### src/rtl/barcode_serializer.sv
// Buffered LSB-first bit serializer driving the FIR stage sample/signal interface.
// Define BARCODE_SER_FIFO_EN for a DEPTH-entry FIFO; otherwise a single holding register buffers input.
module barcode_serializer #(
    parameter int unsigned DIV   = 4,
    parameter int unsigned DEPTH = 4
) (
    input  logic       clk,
    input  logic       reset,
    input  logic [7:0] in_data,
    input  logic       in_valid,
    output logic       in_ready,
    output logic       signal,
    output logic       sample,
    output logic       busy
);

    if (DIV < 1 || DIV > 65535) begin : g_bad_div
        $error("barcode_serializer: DIV out of range 1..65535");
    end
    if (DEPTH < 2 || (DEPTH & (DEPTH - 1)) != 0) begin : g_bad_depth
        $error("barcode_serializer: DEPTH must be a power of two >= 2");
    end

    localparam logic [15:0] DIV_LAST = 16'(DIV - 1);

    typedef enum logic {S_IDLE, S_SHIFT} state_t;

    state_t      state_q, state_d;
    logic [7:0]  shreg_q, shreg_d;
    logic [2:0]  bit_cnt_q, bit_cnt_d;
    logic [15:0] div_cnt_q, div_cnt_d;

    logic       full, empty, push, pop;
    logic [7:0] head;

    assign push     = in_valid && !full;
    assign in_ready = !full;

`ifdef BARCODE_SER_FIFO_EN
    localparam int unsigned AW = $clog2(DEPTH);

    // Pointers carry one extra wrap bit so equal indices can be told apart as full or empty.
    logic [AW:0] wr_ptr_q, wr_ptr_d, rd_ptr_q, rd_ptr_d;
    logic [7:0]  mem_q [DEPTH];

    assign empty = (wr_ptr_q == rd_ptr_q);
    assign full  = (wr_ptr_q[AW] != rd_ptr_q[AW]) && (wr_ptr_q[AW-1:0] == rd_ptr_q[AW-1:0]);
    assign head  = mem_q[rd_ptr_q[AW-1:0]];

    always_comb begin
        wr_ptr_d = wr_ptr_q + (AW+1)'(push);
        rd_ptr_d = rd_ptr_q + (AW+1)'(pop);
    end

    always_ff @(posedge clk) begin
        if (reset) begin
            wr_ptr_q <= '0;
            rd_ptr_q <= '0;
        end else begin
            wr_ptr_q <= wr_ptr_d;
            rd_ptr_q <= rd_ptr_d;
        end
    end

    always_ff @(posedge clk) begin
        if (push) begin
            mem_q[wr_ptr_q[AW-1:0]] <= in_data;
        end
    end
`else
    logic [7:0] hold_q, hold_d;
    logic       hold_vld_q, hold_vld_d;

    assign empty = !hold_vld_q;
    assign full  = hold_vld_q;
    assign head  = hold_q;

    // Push is only possible while empty and pop only while occupied, so they never coincide.
    always_comb begin
        hold_d     = hold_q;
        hold_vld_d = hold_vld_q;
        if (push) begin
            hold_d     = in_data;
            hold_vld_d = 1'b1;
        end else if (pop) begin
            hold_vld_d = 1'b0;
        end
    end

    always_ff @(posedge clk) begin
        if (reset) begin
            hold_q     <= '0;
            hold_vld_q <= 1'b0;
        end else begin
            hold_q     <= hold_d;
            hold_vld_q <= hold_vld_d;
        end
    end
`endif

    assign sample = (state_q == S_SHIFT) && (div_cnt_q == DIV_LAST);
    assign signal = (state_q == S_SHIFT) && shreg_q[0];
    assign busy   = (state_q == S_SHIFT) || !empty;

    always_comb begin
        state_d   = state_q;
        shreg_d   = shreg_q;
        bit_cnt_d = bit_cnt_q;
        div_cnt_d = div_cnt_q;
        pop       = 1'b0;
        unique case (state_q)
            S_IDLE: begin
                if (!empty) begin
                    pop       = 1'b1;
                    shreg_d   = head;
                    bit_cnt_d = '0;
                    div_cnt_d = '0;
                    state_d   = S_SHIFT;
                end
            end
            S_SHIFT: begin
                if (div_cnt_q == DIV_LAST) begin
                    div_cnt_d = '0;
                    if (bit_cnt_q != 3'd7) begin
                        shreg_d   = {1'b0, shreg_q[7:1]};
                        bit_cnt_d = bit_cnt_q + 3'd1;
                    end else if (!empty) begin
                        pop       = 1'b1;
                        shreg_d   = head;
                        bit_cnt_d = '0;
                    end else begin
                        state_d = S_IDLE;
                    end
                end else begin
                    div_cnt_d = div_cnt_q + 16'd1;
                end
            end
            default: state_d = S_IDLE;
        endcase
    end

    always_ff @(posedge clk) begin
        if (reset) begin
            state_q   <= S_IDLE;
            shreg_q   <= '0;
            bit_cnt_q <= '0;
            div_cnt_q <= '0;
        end else begin
            state_q   <= state_d;
            shreg_q   <= shreg_d;
            bit_cnt_q <= bit_cnt_d;
            div_cnt_q <= div_cnt_d;
        end
    end

endmodule

### config.mk
export PLATFORM = sky130hd
export DESIGN_NAME = barcode_serializer
export DESIGN_NICKNAME = d
export VERILOG_FILES = /design/src/rtl/barcode_serializer.sv
export SDC_FILE = /design/constraint.sdc
export NUM_CORES = 1
export LEC_CHECK = 0
export CAP_MARGIN = 20
export CORE_MARGIN = 4
export CORE_UTILIZATION = 24
export CTS_BUF_LIST = sky130_fd_sc_hd__clkbuf_4 sky130_fd_sc_hd__clkbuf_8
export DETAILED_ROUTE_END_ITERATION = 8
export PLACE_DENSITY_LB_ADDON = 0.2
export SYNTH_ARGS = -nofsm -noshare
export SYNTH_HDL_FRONTEND = slang
export SYNTH_SLANG_ARGS = --single-unit
### constraint.sdc
create_clock -name clk -period 2.5 [get_ports clk]
set_input_delay 0.5 -clock clk [delete_from_list [all_inputs] [get_ports clk]]
set_output_delay 0.5 -clock clk [all_outputs]
set_load 0.01 [all_outputs]
==> results of run 1 <==
[state kept, by name (all words and copies together), names as in the netlist]
signal and flops:
full 1, shreg_q 8, head 8, state_q 1, bit_cnt_q 3, div_cnt_q 16
[cell usage in the layout (no fill, tap or decap), drive strengths merged, types with 5 or more instances in the layout]
cell type | synthesis | routed
clkdlybuf4s50 | 0 | 13
inv | 9 | 9
o32ai | 5 | 5
nor2 | 19 | 19
nor2b | 5 | 5
dfxtp | 37 | 37
nand2 | 30 | 30
nand3 | 5 | 5
buf | 10 | 7
a21oi | 22 | 22
a31oi | 11 | 11
nor3 | 6 | 6
o21ai | 9 | 9
mux2i | 6 | 6
clkbuf | 4 | 5
[power breakdown]
part / internal (mW) / total [mW] / switching [mW] / leakage [nW]
logic: 0.0570 / 0.128 / 0.0706 / 0.408
clock network: 0.397 / 0.625 / 0.228 / 0.0681
registers: 0.608 / 0.621 / 0.0134 / 0.301
[Yosys cell counts, drive strengths merged, types with 4 or more instances]
| library cell | number | share of area [%] |
|---|---|---|
| dfxtp | 37 | 40 |
| a31oi | 11 | 3.7 |
| nor2b | 5 | 1.7 |
| nor3 | 6 | 1.6 |
| o21ai | 9 | 2.5 |
| a21oi | 22 | 6.2 |
| nand2 | 30 | 6.1 |
| inv | 9 | 1.8 |
| clkbuf | 4 | 0.82 |
| nor2 | 19 | 4.0 |
| nor4 | 4 | 1.4 |
| buf | 10 | 4.0 |
| nand3 | 5 | 1.4 |
| mux2i | 6 | 3.3 |
| o32ai | 5 | 2.4 |
| and4 | 4 | 1.9 |
[critical path, cell delays in order, from the launching register on]
cell	delay, ps
dfxtp_1	360
ha_2	220
nor4b_1	240
and4_2	280
and2_1	140
dlygate4sd2_1	270
[final timing paths]
kind                                                start                        end  cells after the start
worst max-delay path            div_cnt_q[1]$_SDFFE_PP0P_                     sample                      5
worst min-delay path                 head[3]$_SDFFE_PP0P_       head[3]$_SDFFE_PP0P_                      2
worst min register to register       head[3]$_SDFFE_PP0P_       head[3]$_SDFFE_PP0P_                      2
worst max register to register  div_cnt_q[1]$_SDFFE_PP0P_  div_cnt_q[3]$_SDFFE_PP0P_                      7
[per-stage QoR]
| step | setup WS, ps | utilization [%] | instances | hold WS (ps) | power, mW |
|---|---|---|---|---|---|
| final | 200.0 | 30.02 | 337 | 459.6 | 1.373 |
| after global routing | 96.85 | 30.02 | 337 | 475.4 | 1.436 |
| after CTS | 246.4 | 30.02 | 337 | 463.3 | 1.392 |
| after detailed placement | 194.2 | 28.04 | 328 | 453.4 | 0.7640 |
| after global placement | 221.4 | 28.04 | 328 | 445.8 | 0.7641 |
| after floorplan | 812.4 | - | 223 | 432.0 | 0.7133 |
[logic make-up (layout without fill, tap and decap cells)]
| group | Yosys count | count (layout) | synth area share, % |
|---|---|---|---|
| muxes | 6 | 6 | 3.272 |
| adders and majority gates | 3 | 3 | 2.045 |
| xor gates and xnor gates | 1 | 1 | 0.4773 |
| and+or+nand+nor | 93 | 93 | 25.84 |
| buffers and inverters | 23 | 38 | 6.679 |
| AOI/OAI and AO/OA | 60 | 60 | 21.34 |
| DFF | 37 | 37 | 40.35 |
[cell type report]
cell class	count	area share, %
clock buffers	5	3.127
clock inverters	3	2.956
inverters	9	1.535
multi-input cells	163	44.34
flip-flops and latches	37	33.71
well taps	99	5.628
repair buffers	21	8.698
[metal layers]
metal  wire [um]  vias to the layer above
li1            -                      833
met1        2256                      750
met2        1932                       26
met3         174                        6
met4          31                        0
met5           0                        -
[timing repair]
| item | in CTS | in global routing |
|---|---|---|
| resized for setup | 4 | 0 |
| buffers inserted | 1 | 0 |
| endpoints found under the setup margin | 1 | 0 |
| hold endpoints to repair | 0 | 0 |
==> metrics, run 1 <==
worst hold path class reg2reg; DRC 0; met3 Usage GRT 2.920%; #FFs+latches synth 37; Netlist cell types 43; RD Place Congestion 0.8190; Synth Cell Area 1836 um2; Final Cycle Share 92.00%; wire length per cell 13.04 um; slew at the pin closest to its max-slew limit 562.8 ps; Post-synth EDFFs 0; Num Clock Sinks 37; Synth warnings 0; Peak supply drop 269.1 uV; clk slew on worst S/H paths 80 ps; final worst path period need 2300 ps; maxcap violations 0; max-slew violation count 0; Rel. slew slack 62.40%; num ports 15; Die X 95.45 um; CP max FO 5; Layout area overhead 19.90%; share of layout cells above drive strength 1 10.08%; H-tree levels 2; Post-Syn Nets 237; busiest layer in global routing met2; # diodes 0; Post-DP HPWL 3.112 mm; RSZ-0062 raised after global routing no; CP startpoint kind flip-flop; final setup fails 0; R2R setup slack 530 ps; Global Route Usage Sum 10.26%; die height 95.45 um; Final Hold Viols 0; number of buffers created by CTS 5; met2 Use GR 15.63%; CP Class reg2out; Post-Syn Instances 223; required time of the critical path 2000 ps; Lkg Pwr 0.7767 nW; Avg Inst Size Synth 8.231 um2; worst endpoint data arrival time 1800 ps; sequential-to-total area share from yosys stat 40.35%; Rows 31; fill count 793; DRT antenna net count 0; CP Capture Type output port; largest net degree at the start of global routing 28; post-route cell area 2201 um2; Fmax 434.8 MHz; Placed Area 2056 um2; worst skew pair latency 300 ps; Post-synth top flop dfxtp_1; Die ar. 9111 um2; pwr/cell area 624.0 nW/um2; via count 1,615; Initial Utilization 25.04%; vias in the first global route 1,501; Core ar. 7331 um2; status finished, final reports clean; grt ovf 0; drt total wl 4.395 mm; number of antenna violations at the first check in global routing 0; asr flop ratio synth 0%; first-pass GRT wire length 7.438 mm; area of the multi-input gates 975.9 um2; clk_skew 12.37 ps; drt pass-1 iters 4; hold_buf cts 0; 1st-iter DRT viols 61; # port buffers 14; DR vias/cell 4.792; Fin Setup TNS 0 ps; met1 Resource Use GR 14.42%; fin nets 251; CTS tree yes; register area 742.0 um2; Longest Clk Path Bufs 2; clk root buf clkbuf_8
Note: power is estimated with default switching activity, not from simulation.
==> inputs of run 2 (changes only) <==
- RECOVER_POWER: unset -> 25
==> run 2 against run 1 <==
Power grew 0.12%. Largest cell class unchanged. Fmax is essentially flat. Count of clock-buffer cells in the layout is the same. Final area is 0.34% lower. Clock power barely moved. Highest routed layer unchanged. Global-route usage is the same. Critical endpoint unchanged. Sequential share of layout area up 0.12 points.
==> metrics, run 2 (same netlist as run 1, synthesis figures left out) <==
status finished, final reports clean; max-slew violation count 0; required time of the critical path 2000 ps; clk root buf clkbuf_8; commonest non-fill, non-tap cell in the layout dfxtp_1; slowest cell delay on critical path 360 ps; Most flops, register div_cnt_q; DRC 0; DR vias/cell 4.783; PnR Total Power 1.375 mW; Longest Clk Path Bufs 2; CP max FO 5; max reg flops 16; Num Clock Sinks 37; CP Class reg2out; RSZ-0062 raised after global routing no; final setup fails 0; post-route cell area 2193 um2; Cell Chain, Critical Path ha_2, nor4b_1, and4_2, and2_1, dlygate4sd2_1; slowest cell on the critical path dfxtp_1; worst hold path class reg2reg; CP Capture Type output port; Global Route Usage Sum 10.26%; final worst path period need 2302 ps; commonest cells after routing, fill and taps aside dfxtp_1 (36), nand2_1 (30), a21oi_1 (22), nor2_1 (18), clkdlybuf4s50_1 (12); Crit path buffers/inverters 1; Fmax 434.4 MHz; placed cell count 328; first-pass GRT wire length 7.438 mm; largest net degree at the start of global routing 28; Rel. slew slack 52.95%; vias in the first global route 1,501; final worst setup slack 197.9 ps; # port buffers 14; RD Place Congestion 0.8190; Lkg Pwr 0.7730 nW; num ports 15; grt ovf 0; clk slew on worst S/H paths 80 ps; Die X 95.45 um; share of layout cells above drive strength 1 9.244%; 1st-iter DRT viols 58; die height 95.45 um; clk_skew 11.45 ps; number of antenna violations at the first check in global routing 0; CP startpoint kind flip-flop; maxcap violations 0; Peak supply drop 269.2 uV; number of buffers created by CTS 5; dpl ws 194.2 ps; hold_buf cts 0; Layout Cells excl Fill 337; Layout Utilization 29.92%; Final Cycle Share 92.08%; Post-DP HPWL 3.112 mm; drt pass-1 iters 4; worst endpoint data arrival time 1800 ps; Layout area overhead 19.50%; Initial Utilization 25.04%; DRT antenna net count 0; H-tree levels 2; wire length per cell 13.02 um; Placed Area 2056 um2; CP delay by family, top simple AND/OR/NAND/NOR gates; CTS tree yes; Die ar. 9111 um2; Rows 31; fin nets 251; Core ar. 7331 um2; via count 1,612; worst skew pair latency 300 ps; Fin Setup TNS 0 ps; drt total wl 4.387 mm; Final Hold Viols 0; hold_ws 459.6 ps; # diodes 0; pwr/cell area 626.9 nW/um2; slew at the pin closest to its max-slew limit 705.8 ps
-- run 2: timing repair --
| action | in CTS | in global routing |
|---|---|---|
| setup buffers | 1 | 0 |
| setup endpoints to repair | 1 | 0 |
| resized for setup | 4 | 0 |
-- run 2: report_power, final --
| group | leakage, nW | total [mW] | switching, mW | internal (mW) |
|---|---|---|---|---|
| Combinational | 0.404 | 0.127 | 0.0704 | 0.0565 |
| Sequential | 0.301 | 0.621 | 0.0133 | 0.608 |
| Clock | 0.0681 | 0.627 | 0.231 | 0.397 |
-- run 2: cell type report --
class | instances | area (um2)
clock inverters | 3 | 65.06
repair buffers | 21 | 187.7
well taps | 99 | 123.9
fillers | 794 | 5137
multi-input cells | 163 | 972.2
flip-flops and latches | 37 | 742.0
inverters | 9 | 33.78
clock buffers | 5 | 68.82
-- run 2: tightest hold or removal path, stage by stage (launching register included) --
cell and delay (ps):
dfxtp_1 320, nand2_1 50, a21oi_1 50
-- run 2: final timing paths --
path | from | endpoint | slack [ps] | depth (start not counted)
worst max-delay path | div_cnt_q[1]$_SDFFE_PP0P_ | sample | 200 | 5
worst min-delay path | head[3]$_SDFFE_PP0P_ | head[3]$_SDFFE_PP0P_ | 460 | 2
worst max register to register | div_cnt_q[0]$_SDFFE_PP0P_ | shreg_q[1]$_SDFFE_PP0P_ | 410 | 7
worst min register to register | head[3]$_SDFFE_PP0P_ | head[3]$_SDFFE_PP0P_ | 460 | 2
-- run 2: routing by layer --
layer	GRT usage (%)	part of all wire (%)
met3	2.920	3.3
met5	0	0
met1	14.42	52
met2	15.63	44
met4	2.133	0.82
